$ cat src/rtl/pc_sequencer.sv
// Next-address controller for the program counter: increment, branch, jump, call/return via a
// small return-address stack, stall, and halt. nextAddr is combinational and feeds the PC register.
module pc_sequencer #(
  parameter int unsigned ADDR_W      = 5,
  parameter int unsigned STACK_DEPTH = 4,
  parameter int unsigned RESET_ADDR  = 0
) (
  input  logic                           clk,
  input  logic                           rst_n,
  input  logic [ADDR_W-1:0]              curAddr,
  input  logic                           stall,
  input  logic                           branch,
  input  logic                           taken,
  input  logic [ADDR_W-1:0]              offset,
  input  logic                           jump,
  input  logic                           call,
  input  logic                           ret,
  input  logic [ADDR_W-1:0]              target,
  input  logic                           halt,
  input  logic                           resume,
  output logic [ADDR_W-1:0]              nextAddr,
  output logic                           halted,
  output logic [$clog2(STACK_DEPTH):0]   depth,
  output logic                           fault
);

  localparam int unsigned PtrW   = $clog2(STACK_DEPTH);
  localparam int unsigned DepthW = PtrW + 1;

  localparam logic [1:0] StBoot   = 2'd0;
  localparam logic [1:0] StRun    = 2'd1;
  localparam logic [1:0] StHalted = 2'd2;

  logic [1:0]        state_q, state_d;
  logic [DepthW-1:0] depth_q;
  logic              fault_q;
  logic [ADDR_W-1:0] stack_q [STACK_DEPTH];

  logic              push, pop, fault_set;
  logic [ADDR_W-1:0] inc_addr;
  logic [PtrW-1:0]   top_idx;
  logic              stack_empty, stack_full;

  assign inc_addr    = curAddr + ADDR_W'(1);
  // Low pointer bits wrap so that a full stack (depth == STACK_DEPTH) still indexes the top entry.
  assign top_idx     = depth_q[PtrW-1:0] - PtrW'(1);
  assign stack_empty = (depth_q == '0);
  assign stack_full  = (depth_q == DepthW'(STACK_DEPTH));

  always_comb begin
    state_d   = state_q;
    nextAddr  = curAddr;
    push      = 1'b0;
    pop       = 1'b0;
    fault_set = 1'b0;
    case (state_q)
      StBoot: begin
        nextAddr = ADDR_W'(RESET_ADDR);
        state_d  = StRun;
      end
      StRun: begin
        if (halt) begin
          state_d = StHalted;
        end else if (stall) begin
          nextAddr = curAddr;
        end else if (ret) begin
          if (stack_empty) begin
            fault_set = 1'b1;
            nextAddr  = inc_addr;
          end else begin
            pop      = 1'b1;
            nextAddr = stack_q[top_idx];
          end
        end else if (call) begin
          nextAddr = target;
          if (stack_full) fault_set = 1'b1;
          else            push      = 1'b1;
        end else if (jump) begin
          nextAddr = target;
        end else if (branch && taken) begin
          // Same-width add wraps modulo 2^ADDR_W, which matches sign-extended offset arithmetic.
          nextAddr = curAddr + offset;
        end else begin
          nextAddr = inc_addr;
        end
      end
      StHalted: begin
        if (resume) state_d = StRun;
      end
      default: begin
        nextAddr = ADDR_W'(RESET_ADDR);
        state_d  = StBoot;
      end
    endcase
  end

  always_ff @(posedge clk or negedge rst_n) begin
    if (!rst_n) begin
      state_q <= StBoot;
      depth_q <= '0;
      fault_q <= 1'b0;
      for (int i = 0; i < int'(STACK_DEPTH); i++) stack_q[i] <= '0;
    end else begin
      state_q <= state_d;
      fault_q <= fault_q | fault_set;
      if (push) begin
        stack_q[depth_q[PtrW-1:0]] <= inc_addr;
        depth_q                    <= depth_q + DepthW'(1);
      end else if (pop) begin
        depth_q <= depth_q - DepthW'(1);
      end
    end
  end

  assign halted = (state_q == StHalted);
  assign depth  = depth_q;
  assign fault  = fault_q;

endmodule
$ cat config.mk
export PLATFORM = sky130hd
export DESIGN_NAME = pc_sequencer
export DESIGN_NICKNAME = d
export VERILOG_FILES = /design/src/rtl/pc_sequencer.sv
export SDC_FILE = /design/constraint.sdc
export NUM_CORES = 1
export LEC_CHECK = 0
export ABC_AREA = 1
export ABC_CLOCK_PERIOD_IN_PS = 3400
export CORE_MARGIN = 2
export CORE_UTILIZATION = 53
export DETAILED_ROUTE_END_ITERATION = 8
export GPL_TIMING_DRIVEN = 0
export PLACE_DENSITY = 0.84
export REMOVE_ABC_BUFFERS = 1
export SLEW_MARGIN = 25
export SYNTH_ARGS = -nofsm -noshare
export SYNTH_HDL_FRONTEND = slang
export SYNTH_SLANG_ARGS = --single-unit
export TNS_END_PERCENT = 20
$ cat constraint.sdc
create_clock -name clk -period 3.4 [get_ports clk]
set_clock_uncertainty 0.15 [all_clocks]
set_input_delay 0.34 -clock clk [delete_from_list [all_inputs] [get_ports clk]]
set_output_delay 0.34 -clock clk [all_outputs]
set_load 0.05 [all_outputs]
Word level (Yosys, flattened, before mapping)

Index checks and enable logic that the tools add are counted.

$add $sub $neg: 5
Order comparisons: 3
Eq/ne operators: 5
Mux-type cells: 37
Bitwise gates (word level): 3
Reductions and logical operators: 6

Operators by type and width:

| operator                                                 | count |
|---|---|
| two-way mux 5 bit                                        | 10 |
| bitwise mux 20 bit                                       | 1 |
| two-way mux 1 bit                                        | 18 |
| binary-select mux 5 bit (select 2 bit)                   | 1 |
| demux 5 bit (select 2 bit)                               | 1 |
| case mux 5 bit (2 select lines)                          | 1 |
| greater-or-equal comparator 3 bit, second input constant | 2 |
| two-way mux 3 bit                                        | 2 |
| inverter 2 -> 3 bit                                      | 2 |
| case mux 2 bit (3 select lines)                          | 1 |
| adder 5 x 1 -> 5 bit, second input constant              | 1 |
| adder 5 bit                                              | 1 |
| two-way mux 2 bit                                        | 2 |
| inequality test 2 bit, second input constant             | 2 |
| adder 3 x 1 -> 3 bit, second input constant              | 1 |
| equality test 3 bit, second input constant               | 1 |
| logical NOT 3 bit                                        | 1 |
| < comparator 3 x 1 -> 1 bit, second input constant       | 1 |
| subtractor 3 x 1 -> 3 bit, second input constant         | 1 |
| equality test 2 x 1 -> 1 bit, second input constant      | 1 |
| equality test 2 bit, second input constant               | 1 |
| logical AND 1 bit                                        | 2 |
| logical NOT 2 bit                                        | 1 |
| AND reduction 2 bit                                      | 1 |
| 3 further kinds                                          | 3 |

Bits in registers: 26
Input bits: 25
Output and inout port bits: 10
Word-level logic and storage cells: 66

Depth between registers and ports, before layout

Gate-level depths: netlist (run 1).

Depth after elaboration: 10
Depth in mapped cells: 14
Gate-level depth less buffers: 13

Least setup slack after synthesis (run 1)

No wires, ideal clock.

Path type: register -> output
Start: register depth_q[0] (netlist: depth[0])
End: output port nextAddr[4]
Arrival: 2.745 ns
Required time: 2.910 ns
Path slack: 0.165 ns
Cell stages (with the launch flop): 14
Path buffers: 2
Cell sequence: dfrtp_1 buf_6 inv_6 buf_12 ha_1 inv_1 o21ai_0 nor2_1 nor2_1 nor2_1 nand2_1 nand2_1 nand2_1 a21oi_1

Cells in the longest elaborated chain, start to end: 10
Elaborated cells between the ends (all ways): 11
Those cells by class: add/sub (1); mux (8); bitwise (1); reduce/logical (1)

RTL lines:

| what                                                 | RTL line | RTL |
|---|---|---|
| start: declaration                                   | 35       | `logic [DepthW-1:0] depth_q;` |
| start signal: assignment                             | 108      | `depth_q <= depth_q + DepthW'(1);` |
| start signal: assignment                             | 110      | `depth_q <= depth_q - DepthW'(1);` |
| subtractor 2 x 1 -> 2 bit                            | 46       | `assign top_idx = depth_q[PtrW-1:0] - PtrW'(1);` |
| net top_idx[0]                                       | 41       | `logic [PtrW-1:0] top_idx;` |
| inverter 2 -> 3 bit (implied by the code)            | 72       | `nextAddr = stack_q[top_idx];` |
| binary-select mux 5 bit (select 2 bit)               | 72       |  |
| two-way mux 5 bit (implied by the code) (2 in a row) | 72       |  |
| two-way mux 5 bit                                    | 67       | `if (stack_empty) begin` |
| two-way mux 5 bit                                    | 66       | `end else if (ret) begin` |
| two-way mux 5 bit                                    | 64       | `end else if (stall) begin` |
| two-way mux 5 bit                                    | 62       | `if (halt) begin` |
| case mux 5 bit (2 select lines)                      | 56       | `case (state_q)` |
| end: declaration                                     | 21       | `output logic [ADDR_W-1:0] nextAddr,` |

The timed path passes the listed nets, and every way through them passes these cells. The select of a mux whose other input is x is not followed.

Worst setup path in the final report (run 1)

Start: input port curAddr[2]
End: output port nextAddr[3]

Cells in the longest elaborated chain, start to end: 8
Elaborated cells between the ends (all ways): 10
Those cells by class: add/sub (2); mux (8)

RTL lines:

| what                                                | RTL line | RTL |
|---|---|---|
| start: declaration                                  | 10       | `input logic [ADDR_W-1:0] curAddr,` |
| adder 5 x 1 -> 5 bit or adder 5 bit (tied branches) | 44, 82   |  |
| two-way mux 5 bit                                   | 80       | `end else if (branch && taken) begin` |
| two-way mux 5 bit                                   | 78       | `end else if (jump) begin` |
| two-way mux 5 bit                                   | 74       | `end else if (call) begin` |
| two-way mux 5 bit (*)                               | 66       |  |
| two-way mux 5 bit (*)                               | 64       |  |
| two-way mux 5 bit (*)                               | 62       |  |
| case mux 5 bit (2 select lines) (*)                 | 56       |  |

Every way passes the cells marked *; elsewhere a longest branch is shown, timed or not.

==> impl.org, run 1 <==
** Status
- Status :: complete, no violations

** Clock network
- Clock Root Buffer :: sky130_fd_sc_hd__clkbuf_8
- The clock drives 26 sinks.
- In this run, CTS created clock tree buffers numbering 3.
- Clock edge transition at the registers on the reported setup and hold paths :: 90 ps
- Number of buffers inserted by post-CTS setup repair :: 0
- Maximum root-to-sink buffer count :: 2
- Clock tree from TritonCTS :: built
- CTS H-tree depth :: 1
- Clock insertion delay at the later pin of the skew report :: 270 ps

** Pwr
- Leakage :: 1.115 nW
- Power Dens Cells :: 712.2 nW/µm²
- Power, Total :: 1.689 mW
- Max rail drop VDD :: 0.4078 mV

** STA
- Crit share post-route :: 94.88%
- The worst path needs 3226 ps of the cycle, external delays included.
- Total Negative Setup Slacks :: 0 ps
- The count of final max-slew check failures is 0.
- Derived from the worst setup path, the maximum achievable clock frequency is 310.0 MHz.
- The final-report hold violation count was 0.
- Number of setup violations in the final report :: 0
- Headroom to the max-slew limit came out at 60.91%.
- Setup repair after global routing missed its margin :: false
- Slew at the pin closest to its max-slew limit :: 586.3 ps

** Critical path
- The kind of cell with the highest combined delay along the critical path is buffers and inverters.
- Worst setup path startpoint :: curAddr[2]
- Count of cell instances traversed by the critical path :: 13
- Critical path buffer and inverter count :: 2
- Worst path slowest cell :: sky130_fd_sc_hd__clkdlybuf4s50_1
- Req. time, crit path :: 2910 ps
- By instance count, the cell type seen most on the critical path is sky130_fd_sc_hd__nand2_1.
- The setup path with the least slack is of type in -> out.
- Along the worst path, the maximum fanout reaches 8.
- At the worst endpoint, the arrival time is 2740 ps.
- The signal on the critical path passes through clkdlybuf4s50_1 -> ha_1 -> or2_2 -> nand2_1 -> nand2_1 -> nand3_1 -> nand2_1 -> nand2_1 -> nand2_1 -> nand2_1 -> nand2_1 -> a21oi_1 -> clkdlybuf4s15_1.
- Type of element launching the critical path :: primary input
- Counting cells, the worst reg-to-reg path comes to 10.
- STA classifies the critical path endpoint as an output port.
- Biggest cell delay along the critical path :: 670 ps
- Reg-to-reg critical path startpoint :: depth[0]

** Floorplan
- I/O pin cnt :: 35
- The floorplan has 22 rows.
- Effective utilization at floorplan :: 54.20%
- Die area :: 4189 µm²
- From left edge to right edge, the die measures 64.73 µm.
- The core region is 3606 µm².
- Vert. Die Dim :: 64.73 µm

** Global route
- Met1 usage :: 29.84%
- After global routing, the most crowded layer is met2.
- For this run, global-route usage on met2 was measured as 42.27%.
- Entering global routing, the biggest net connects 27 pins.
- Global-route wire length before repair :: 7.769 mm
- All-Layer GR Usage :: 23.17%
- Initial antenna violation count :: 0
- Via count of the first global-routing pass :: 1,799
- Global-route congestion overflow total :: 0
- Fraction of met3 tracks used by global routing :: 1.042%

** Synthesis
- EDFF count, synth :: 0
- Post-Synth Simple-Gate Area :: 31.43%
- Sequential elements use 33.29% of the synthesized area.
- After technology mapping, the gate count stands at 265.
- Post-Synthesis Cell Area :: 1954 µm²
- Fraction of synthesized cell area taken by the top area cell type :: 33.29%
- Number of flip-flops and latches in the synthesized netlist :: 26
- The portion of synthesized area spent on multiplexers is 0%.
- Largest family of logic cells by synthesized area :: simple AND/OR/NAND/NOR gates
- The largest total area in the synthesized netlist belongs to sky130_fd_sc_hd__dfrtp_1.
- Sorting the synthesized cells by area gives the leading types as sky130_fd_sc_hd__dfrtp_1 (33%), sky130_fd_sc_hd__nand2_1 (17%), sky130_fd_sc_hd__ha_1 (8.3%).
- Compound-Gate Fraction of Synth Area :: 15.43%
- Of the total synthesized cell area, the portion taken by full adders, half adders and majority gates is 10.37%.
- Number of distinct standard cells referenced by the synthesized netlist :: 34
- Mean instance size in the synthesized netlist :: 7.375 µm²
- The most used flip-flop cell after synthesis is sky130_fd_sc_hd__dfrtp_1.
- Fraction of synthesis flops using an asynchronous set or reset pin :: 100.0%
- During synthesis, Yosys emitted a total of 0 warnings.
- Post-synthesis xor/xnor area fraction :: 1.793%

** Routing
- Drc violations :: 0
- The detail route stage leaves a number of antenna-violating nets equal to 0.
- Wirelength, routed :: 4.390 mm
- Routed wire length per instance :: 12.61 µm
- Vias per inst :: 5.164
- Number of violations reported at the end of detailed-routing iteration 0 :: 106
- Count of vias placed by the detailed router :: 1,797
- For this run, the detailed router's first-pass iteration total came to 4.

** Place
- At the end of routability-driven placement, the weighted congestion stood at 0.8428.
- Count of buffers from port buffering :: 34
- Post-detailed-placement half-perimeter wirelength :: 3.297 mm

** Finish
- Multi-input gate area :: 1154 µm²
- Core Util, Final :: 65.75%
- Ant diodes :: 0
- Seq. cell area :: 651.9 µm²
- Cells with a size suffix above 1 make up 10.67% of the layout.
- The filler cells instantiated in the layout total 344.
- At the end of the flow, the number of nets in the layout was 341.
- Relative to the synthesized area, the layout overhead comes to 21.32%.

** Hold path
- In this run the worst hold path is classified as reg -> reg.
- The startpoint identified for the worst hold timing path is stack_q[13].
- The worst hold path was traced through 2 stages.

** Run
- Number of max-cap violations :: 0
==> registers in the layout, summed over array words and instances, names as in the netlist <==
signal	flops
state_q	2
depth	3
stack_q	20
fault	1
==> timing repair <==
| item | CTS | global route |
|---|---|---|
| endpoints found under the setup margin | 5 | 4 |
| pin swaps | 0 | 0 |
| hold endpoints to repair | 26 | 0 |
| hold buffers | 1 | 0 |
| resized for setup | 10 | 2 |
==> power breakdown <==
| part | switching [mW] | total [mW] | internal (mW) |
|---|---|---|---|
| Clock | 0.0996 | 0.203 | 0.104 |
| Combinational | 0.611 | 0.951 | 0.340 |
| Sequential | 0.114 | 0.535 | 0.421 |
| Total | 0.824 | 1.69 | 0.864 |
==> kinds of logic (layout without fill, tap and decap cells) <==
group | Yosys count | after routing
XOR/XNOR | 4 | 4
AO/OA/AOI/OAI | 54 | 54
flip-flops | 26 | 26
adder cells (fa/ha/maj) | 15 | 15
buffers and inverters | 30 | 65
AND/OR/NAND/NOR | 136 | 136
==> layout by cell type, fill, tap and decap left out, types with 2 or more instances in the layout <==
master / netlist / layout
sky130_fd_sc_hd__inv_1: 19 / 19
sky130_fd_sc_hd__nand3_1: 15 / 15
sky130_fd_sc_hd__o21ai_1: 7 / 7
sky130_fd_sc_hd__nand2_2: 4 / 4
sky130_fd_sc_hd__nor2_1: 16 / 16
sky130_fd_sc_hd__o211ai_1: 4 / 4
sky130_fd_sc_hd__a21oi_1: 11 / 11
sky130_fd_sc_hd__clkdlybuf4s15_2: 0 / 2
sky130_fd_sc_hd__nor2_4: 2 / 2
sky130_fd_sc_hd__nand2_1: 87 / 87
sky130_fd_sc_hd__nand4_1: 2 / 2
sky130_fd_sc_hd__and2_4: 2 / 2
sky130_fd_sc_hd__xnor2_1: 2 / 2
sky130_fd_sc_hd__dlygate4sd2_1: 0 / 2
sky130_fd_sc_hd__inv_2: 6 / 6
sky130_fd_sc_hd__fa_1: 2 / 2
sky130_fd_sc_hd__ha_1: 13 / 13
sky130_fd_sc_hd__clkbuf_8: 0 / 4
sky130_fd_sc_hd__nor3_4: 2 / 2
sky130_fd_sc_hd__xor2_1: 2 / 2
sky130_fd_sc_hd__dfrtp_1: 26 / 25
sky130_fd_sc_hd__o21ai_0: 25 / 25
sky130_fd_sc_hd__or2_2: 2 / 2
sky130_fd_sc_hd__nor2_2: 2 / 2
sky130_fd_sc_hd__clkdlybuf4s50_1: 0 / 27
==> area by class of cell <==
type                    instances  area share [%]
flip-flops and latches         26           27.49
repair buffers                 35           14.67
clock buffers                   4           2.322
multi-input cells             209           48.65
well taps                      48           2.533
inverters                      26           4.327
==> final timing paths <==
check                           slack, ps          end
worst min-delay path                  340  stack_q[13]
max in group asynchronous            2230     depth[0]
worst max register to register        960     depth[2]
min in group asynchronous             450   stack_q[0]
worst min register to register        340  stack_q[13]
worst max-delay path                  170  nextAddr[3]
==> metrics by stage <==
stage	cells	worst slack (ps)	hold slack, ps	area (µm²)
after floorplan	261	192.2	-105.6	1907
final	348	174.2	342.7	2371
after global routing	348	0.8156	366.5	2371
after detailed placement	343	-429.7	224.6	2302
after CTS	348	-20.62	347.0	2367
after global placement	343	-425.8	312.3	2307
==> routing by layer <==
layer	vias to the layer above	part of all wire, %
met2	46	50
met1	817	45
met4	0	0.57
li1	932	-
met3	2	4.8
met5	-	0
==> Yosys cell counts, types with 4 or more instances <==
cell type / n
sky130_fd_sc_hd__nor2_1: 16
sky130_fd_sc_hd__o21ai_0: 25
sky130_fd_sc_hd__o211ai_1: 4
sky130_fd_sc_hd__o21ai_1: 7
sky130_fd_sc_hd__ha_1: 13
sky130_fd_sc_hd__inv_1: 19
sky130_fd_sc_hd__dfrtp_1: 26
sky130_fd_sc_hd__inv_2: 6
sky130_fd_sc_hd__nand2_2: 4
sky130_fd_sc_hd__nand3_1: 15
sky130_fd_sc_hd__a21oi_1: 11
sky130_fd_sc_hd__nand2_1: 87
==> worst min-delay path, cell delays in order (launching register included) <==
cell                      delay (ps)
sky130_fd_sc_hd__dfrtp_1         360
sky130_fd_sc_hd__nand2_1          50
sky130_fd_sc_hd__o21ai_0          60
No activity file was read; power rests on OpenSTA's default activity.
==> run 2: changes to the inputs <==
--- a/config.mk
+++ b/config.mk
@@ -7,10 +7,12 @@
 export LEC_CHECK = 0
 export ABC_AREA = 1
 export ABC_CLOCK_PERIOD_IN_PS = 3400
+export CAP_MARGIN = 0
 export CORE_MARGIN = 2
 export CORE_UTILIZATION = 53
 export DETAILED_ROUTE_END_ITERATION = 8
 export GPL_TIMING_DRIVEN = 0
+export HOLD_SLACK_MARGIN = 0.08
 export PLACE_DENSITY = 0.84
 export REMOVE_ABC_BUFFERS = 1
 export SLEW_MARGIN = 25
==> results of run 2 <==
Same layout as run 1: the final DEF is identical, and so are final timing and power.
